[config.mk]
export PLATFORM = sky130hd
export DESIGN_NAME = tag_compare_unit
export DESIGN_NICKNAME = d
export VERILOG_FILES = /design/src/rtl/tag_compare_unit.sv
export SDC_FILE = /design/constraint.sdc
export NUM_CORES = 1
export LEC_CHECK = 0
export ABC_AREA = 1
export BUFFER_PORTS_ARGS = -buffer_cell sky130_fd_sc_hd__buf_2
export CAP_MARGIN = 5
export CORE_MARGIN = 5
export CORE_UTILIZATION = 35
export DETAILED_ROUTE_END_ITERATION = 8
export SYNTH_ARGS = -nofsm -noshare
export SYNTH_HDL_FRONTEND = slang
export SYNTH_SLANG_ARGS = --single-unit
[constraint.sdc]
create_clock -name clk -period 1.85 [get_ports clk]
set_input_delay 0.185 -clock clk [delete_from_list [all_inputs] [get_ports clk]]
set_output_delay 0.185 -clock clk [all_outputs]
set_load 0.05 [all_outputs]
[src/rtl/tag_compare_unit.sv]
// Tag compare stage: pops one tag-FIFO entry, waits for its metadata response,
// and produces a registered hit/miss/evict decision plus hit/miss statistics.
module tag_compare_unit #(
    parameter int unsigned TAG_WIDTH   = 38,
    parameter int unsigned INDEX_WIDTH = 20,
    parameter int unsigned META_WIDTH  = 40
) (
    input  logic                             clk,
    input  logic                             rst,
    input  logic                             tag_fifo_empty_i,
    output logic                             tag_fifo_rden_o,
    input  logic [74:0]                      tag_fifo_data_i,
    input  logic [15:0]                      rid_i,
    input  logic [META_WIDTH-1:0]            rdata_i,
    input  logic                             rvalid_i,
    output logic                             rready_o,
    output logic                             res_valid_o,
    input  logic                             res_ready_i,
    output logic [15:0]                      res_id_o,
    output logic                             res_write_o,
    output logic [TAG_WIDTH+INDEX_WIDTH-1:0] res_addr_o,
    output logic                             res_hit_o,
    output logic                             res_evict_o,
    output logic [TAG_WIDTH+INDEX_WIDTH-1:0] res_victim_addr_o,
    output logic                             id_err_o,
    output logic [31:0]                      hit_cnt_o,
    output logic [31:0]                      miss_cnt_o
);

    localparam int unsigned ADDR_W = TAG_WIDTH + INDEX_WIDTH;
    localparam int unsigned ID_W   = 16;
    localparam int unsigned CNT_W  = 32;

    typedef struct packed {
        logic              is_write;
        logic [ID_W-1:0]   id;
        logic [ADDR_W-1:0] addr;
    } entry_t;

    typedef enum logic [1:0] {IDLE, CAPTURE, WAIT_META, RESULT} state_e;

    state_e            state_q, state_d;
    entry_t            entry_q, entry_d;
    logic              res_valid_q, res_valid_d;
    logic [ID_W-1:0]   res_id_q, res_id_d;
    logic              res_write_q, res_write_d;
    logic [ADDR_W-1:0] res_addr_q, res_addr_d;
    logic              res_hit_q, res_hit_d;
    logic              res_evict_q, res_evict_d;
    logic [ADDR_W-1:0] res_victim_q, res_victim_d;
    logic              id_err_q, id_err_d;
    logic [CNT_W-1:0]  hit_cnt_q, hit_cnt_d;
    logic [CNT_W-1:0]  miss_cnt_q, miss_cnt_d;
    logic              rden_c, rready_c;

    logic                   meta_valid, meta_dirty, hit_c;
    logic [TAG_WIDTH-1:0]   stored_tag, req_tag;
    logic [INDEX_WIDTH-1:0] req_index;

    assign meta_valid = rdata_i[META_WIDTH-1];
    assign meta_dirty = rdata_i[META_WIDTH-2];
    assign stored_tag = rdata_i[TAG_WIDTH-1:0];
    assign req_tag    = entry_q.addr[ADDR_W-1:INDEX_WIDTH];
    assign req_index  = entry_q.addr[INDEX_WIDTH-1:0];
    assign hit_c      = meta_valid && (stored_tag == req_tag);

    // Next-state, handshakes and decision capture
    always_comb begin
        state_d      = state_q;
        entry_d      = entry_q;
        res_valid_d  = res_valid_q;
        res_id_d     = res_id_q;
        res_write_d  = res_write_q;
        res_addr_d   = res_addr_q;
        res_hit_d    = res_hit_q;
        res_evict_d  = res_evict_q;
        res_victim_d = res_victim_q;
        id_err_d     = id_err_q;
        hit_cnt_d    = hit_cnt_q;
        miss_cnt_d   = miss_cnt_q;
        rden_c       = 1'b0;
        rready_c     = 1'b0;

        case (state_q)
            IDLE: begin
                if (!tag_fifo_empty_i) begin
                    rden_c  = 1'b1;
                    state_d = CAPTURE;
                end
            end
            CAPTURE: begin
                entry_d = tag_fifo_data_i;
                state_d = WAIT_META;
            end
            WAIT_META: begin
                rready_c = 1'b1;
                if (rvalid_i) begin
                    res_valid_d  = 1'b1;
                    res_id_d     = entry_q.id;
                    res_write_d  = entry_q.is_write;
                    res_addr_d   = entry_q.addr;
                    res_hit_d    = hit_c;
                    res_evict_d  = meta_valid && meta_dirty && !hit_c;
                    res_victim_d = {stored_tag, req_index};
                    if (rid_i != entry_q.id) begin
                        id_err_d = 1'b1;
                    end
                    if (hit_c) begin
                        hit_cnt_d = hit_cnt_q + CNT_W'(1);
                    end else begin
                        miss_cnt_d = miss_cnt_q + CNT_W'(1);
                    end
                    state_d = RESULT;
                end
            end
            RESULT: begin
                if (res_ready_i) begin
                    res_valid_d = 1'b0;
                    // Refill in the handshake cycle keeps the 3-cycle cadence
                    if (!tag_fifo_empty_i) begin
                        rden_c  = 1'b1;
                        state_d = CAPTURE;
                    end else begin
                        state_d = IDLE;
                    end
                end
            end
            default: state_d = IDLE;
        endcase
    end

    always_ff @(posedge clk) begin
        if (rst) begin
            state_q      <= IDLE;
            entry_q      <= '0;
            res_valid_q  <= 1'b0;
            res_id_q     <= '0;
            res_write_q  <= 1'b0;
            res_addr_q   <= '0;
            res_hit_q    <= 1'b0;
            res_evict_q  <= 1'b0;
            res_victim_q <= '0;
            id_err_q     <= 1'b0;
            hit_cnt_q    <= '0;
            miss_cnt_q   <= '0;
        end else begin
            state_q      <= state_d;
            entry_q      <= entry_d;
            res_valid_q  <= res_valid_d;
            res_id_q     <= res_id_d;
            res_write_q  <= res_write_d;
            res_addr_q   <= res_addr_d;
            res_hit_q    <= res_hit_d;
            res_evict_q  <= res_evict_d;
            res_victim_q <= res_victim_d;
            id_err_q     <= id_err_d;
            hit_cnt_q    <= hit_cnt_d;
            miss_cnt_q   <= miss_cnt_d;
        end
    end

    // Pop and R-ready are suppressed in the reset cycle
    assign tag_fifo_rden_o   = rden_c && !rst;
    assign rready_o          = rready_c && !rst;
    assign res_valid_o       = res_valid_q;
    assign res_id_o          = res_id_q;
    assign res_write_o       = res_write_q;
    assign res_addr_o        = res_addr_q;
    assign res_hit_o         = res_hit_q;
    assign res_evict_o       = res_evict_q;
    assign res_victim_addr_o = res_victim_q;
    assign id_err_o          = id_err_q;
    assign hit_cnt_o         = hit_cnt_q;
    assign miss_cnt_o        = miss_cnt_q;

endmodule

## Word level (Yosys, flattened, before mapping)

Cells that the tools add are included.

- Register bits: 278
- Latch bits: 0
- Bits in writable memories: 0
- ROM bits: 0
- Input bits: 136
- Output and inout port bits: 203
- Logic and storage cells: 52
- Memories kept: 0

- Add/subtract/negate cells: 2
- $mul: 0
- Divide/modulo/power cells: 0
- Magnitude comparators: 0
- Equality and inequality tests: 8
- Shift-type cells: 0
- Multiplexer cells: 12
- Bitwise logic cells: 1
- Reduce and logical (&&, ||, !) cells: 15

Operators by type and width:

| operator | count |
|---|---|
| 32-bit by 1-bit adder with 32-bit output, second input constant | 2 |
| 38-bit equality test | 1 |
| 16-bit != test | 1 |
| 3-bit AND reduction | 5 |
| 2-bit one-hot mux with 4 select lines | 1 |
| 1-bit two-way mux | 6 |
| 2-bit two-way mux | 3 |
| 2-bit != test, second input constant | 3 |
| 1-bit logical AND | 5 |
| 2-bit equality test, second input constant | 2 |
| 1-bit one-hot mux with 2 select lines | 2 |
| 2-bit by 1-bit equality test with 1-bit output, second input constant | 1 |
| 1-bit logical NOT | 2 |
| 2-bit logical NOT | 1 |
| 2-bit AND reduction | 1 |
| 2-bit nonzero test | 1 |
| 1-bit NOT | 1 |

## Depth between registers and ports, before layout

- Depth in word-level cells: 4
- Mapped depth: 13
- Mapped depth without buffers: 12

## Least setup slack after synthesis

Ideal clock, no wire load.

- Path type: register -> output
- Start: reg state_q[0]
- End: out tag_fifo_rden_o
- Arrival: 2.319 ns
- Required time: 1.665 ns
- Setup slack: -0.654 ns
- Stages on the path, launching flop included: 4
- Path buffers: 0
- Cell sequence: dfxtp_1 > inv_1 > ha_1 > nor4_1

- Cells in the longest elaborated chain, start to end: 3
- Elaborated cells on any way between the ends: 4
- Classes of those cells: eq/ne: 1; mux: 1; reduce/logical: 2

Ends and longest elaborated chain:

| what | RTL line | text |
|---|---|---|
| start, declared | 42 | `state_e state_q, state_d;` |
| start signal, assigned | 147 | `state_q <= state_d;` |
| 2-bit equality test or 2-bit logical NOT (tied branches) | 84 | `case (state_q)` |
| 1-bit one-hot mux with 2 select lines (*) | 84 |  |
| 1-bit logical AND (*) | 163 | `assign tag_fifo_rden_o = rden_c && !rst;` |
| end, declared | 11 | `output logic tag_fifo_rden_o,` |

Mark *: on every way between the ends. The rest lies on a longest branch, timed or not.

## Worst setup path in the final report

- Start: reg state_q[1]
- End: out tag_fifo_rden_o

Same word-level chain as after synthesis.

==> flow_metrics.env <==
export IMPL_status="complete, but fails checks"
export IMPL_violations="negative setup slack"
export IMPL_path_depth=4
export IMPL_end_kind="output port"
export IMPL_min_path_cells=4
export IMPL_syn_instance_count=1740
export IMPL_synth_main_ff_cell="dfxtp_1"
export IMPL_leakage_uw=0.007930
export IMPL_setup_viol=1
export IMPL_synth_seq_cells=258
export IMPL_dp_hpwl_mm=30.58
export IMPL_antenna_left=0
export IMPL_placed_cell_area_um2=14270
export IMPL_slowest_delay_ns=0.37
export IMPL_crit_buf_inv=2
export IMPL_yosys_area_top_type_share_pct=43.58
export IMPL_globalRoute_totalOverflow=0
export IMPL_cts_sinks=258
export IMPL_drc=0
export IMPL_grt_usage_pct=21.29
export IMPL_root_buffer="clkbuf_16"
export IMPL_cts_tree="yes"
export IMPL_syn_nets=1883
export IMPL_p_total_uw=21560
export IMPL_rr_worst_depth=13
export IMPL_drtPass1Iterations=5
export IMPL_nets=2343
export IMPL_hold_path_class="input port to flip-flop"
export IMPL_wl_per_cell_um=16.34
export IMPL_critPathKind="flip-flop to output port"
export IMPL_rows=67
export IMPL_io_pins=339
export IMPL_synth_edf_count=0
export IMPL_rsz0062_at_grt="yes"
export IMPL_ir_worst_vdd_mv=1.057
export IMPL_cap_viol_max_count=0
export IMPL_die_area_um2=37650
export IMPL_worst_slack_ns=-0.03922
export IMPL_final_hold_viol_count=0
export IMPL_period_needed_ns=1.889
export IMPL_skew_ns=0.01931
export IMPL_antenna_found_initial=4
export IMPL_tightestPinTransition_ns=0.4202
export IMPL_grt_first_pass_wirelength_mm=66.96
export IMPL_finalInstanceArea_um2=17310
export IMPL_worstPathArrival_ns=1.70
export IMPL_htreeDepth=1
export IMPL_min_period_over_period_pct=102.1
export IMPL_die_h_um=194.0
export IMPL_drt_initial_drc_count=692
export IMPL_relSlewSlack_pct=71.77
export IMPL_critPathLaunchType="flip-flop"
export IMPL_drive_gt1_share_pct=28.04
export IMPL_worst_endpoint_required_ns=1.66
export IMPL_core_area_um2=33450
export IMPL_cp_cell_sequence="inv_4 > ha_4 > nor4_4 > buf_6"
export IMPL_grt_max_degree=65
export IMPL_fmax_ghz=0.5293
export IMPL_numPortBuffers=338
export IMPL_synth_distinct_cells=29
export IMPL_clk_pin_slew_ns=0.06
export IMPL_async_flop_share_pct=0
export IMPL_drv_slew=0
export IMPL_ys_warn_count=0
export IMPL_place_gp_congestion=0.8840
export IMPL_syn_avg_cell_area_um2=6.812
export IMPL_cts_buffer_depth=3
export IMPL_slowest_stage="dfxtp_4"
export IMPL_crit_fanout=4
export IMPL_fp_dieW_um=194.0
export IMPL_cts_buffers=30
export IMPL_areaGrowthSynthToFinish_pct=46.01
export IMPL_power_density_nw_per_um2=1246
export IMPL_yosys_top_cells_area="dfxtp_1, nand2_1, nor2_1"
export IMPL_mostFrequentLayoutCell="buf_2"
export IMPL_wl_mm=43.67
export IMPL_synth_area_um2=11850
export IMPL_clk_latency_ns=0.56
export IMPL_mostFrequentLayoutCells="buf_2, nand2_1, nor2_1, dfxtp_1, o21ai_0"
export IMPL_via_per_inst=4.885
export IMPL_grt_pass1_vias=12570
export IMPL_ys_seq_area_share_pct=43.58
export IMPL_start_util_pct=35.44
export IMPL_path_delay_family="flip-flops"
export IMPL_synth_top_area_cell="dfxtp_1"
export IMPL_num_vias=13060
export IMPL_fin_tns_setup_ns=-0.03922
-- final timing paths --
path	startpoint	to	slack [ns]
setup / recovery	state_q[1]	tag_fifo_rden_o	-0.04
hold / removal	rdata_i[19]	res_victim_addr_o[39]	0.02
setup reg to reg	entry_q[30]	hit_cnt_o[2]	0.05
hold reg to reg	res_evict_o	res_evict_o	0.47
-- layer usage --
metal	vias to the layer above	GRT usage (%)	wire length [um]
li1	6502	-	-
met1	6040	26.95	18750
met2	421	36.26	20850
met3	92	4.396	2569
met4	2	7.161	1496
met5	-	0	7
-- worst reg2reg max path: stages, from the launching register on --
cell and delay [ns]:
dfxtp_2 0.33, inv_2 0.04, nand2_1 0.08, nand2_1 0.11, nor2_1 0.14, nand2_1 0.07
nor2_1 0.11, nand3_1 0.12, nor2_4 0.12, buf_12 0.17, clkbuf_16 0.19, nand4_1 0.09
nand2_1 0.08, nor2_1 0.05
-- registers in the layout (all words and copies together) (netlist names) --
signal / cells
entry_q: 75
hit_cnt_o: 32
id_err_o: 1
miss_cnt_o: 32
res_addr_o: 58
res_evict_o: 1
res_hit_o: 1
res_id_o: 16
res_valid_o: 1
res_victim_addr_o: 38
res_write_o: 1
state_q: 2
-- synthesized netlist by cell type (4+ instances only) --
cell / count
xnor2_1: 15
buf_2: 4
inv_2: 8
buf_4: 26
inv_1: 178
nor3_1: 18
xor2_1: 21
o21ai_0: 196
dfxtp_1: 258
or2_2: 4
buf_1: 8
nand3b_1: 6
ha_1: 7
nand2_1: 347
nor2_2: 5
a21oi_1: 169
clkbuf_1: 73
nand4_1: 41
nand3_1: 78
nor2_1: 263
-- through the flow --
stage / instances / utilization [%] / hold slack, ns / worst slack (ns)
global route: 2673 / 51.74 / 0.02449 / -0.1006
CTS: 2659 / 49.80 / 0.001839 / -0.06897
finish: 2673 / 51.74 / 0.02069 / -0.03922
detailed placement: 2482 / 42.67 / 0.4135 / -0.04256
global placement: 2482 / 42.67 / 0.4087 / -0.008907
floorplan: 1740 / - / 0.3127 / -0.08491
-- logic make-up after synthesis --
| group | Yosys count | synth area share, % |
|---|---|---|
| AOI/OAI and AO/OA | 367 | 15.54 |
| xor gates and xnor gates | 36 | 2.660 |
| adders and majority gates | 7 | 0.7389 |
| buffers and inverters | 299 | 10.33 |
| DFF | 258 | 43.58 |
| and+or+nand+nor | 773 | 27.15 |
-- where the power goes --
part	leakage, uW	internal (uW)	switching [uW]
Combinational	0.00531	2300	5500
Clock	0.000510	3810	2420
Sequential	0.00211	6810	719
Total	0.00793	12900	8640
-- final cells by class --
type,count,area (um2)
timing repair buffer,539,3902
sequential,258,5209
clock inverter,12,183.9
inverter,188,734.5
clock buffer,42,865.8
fill,3233,16140
tap,448,560.5
antenna,3,7.507
multi-input combinational,1183,5843
-- repair_timing --
item	4_1_cts	5_1_grt
pin swaps	4	59
hold buffers	115	0
setup endpoints to repair	41	111
endpoints found under the hold margin	112	0
cloned	2	9
resized for setup	24	138
setup buffers	6	3
Note: power is estimated with default switching activity, not from simulation.
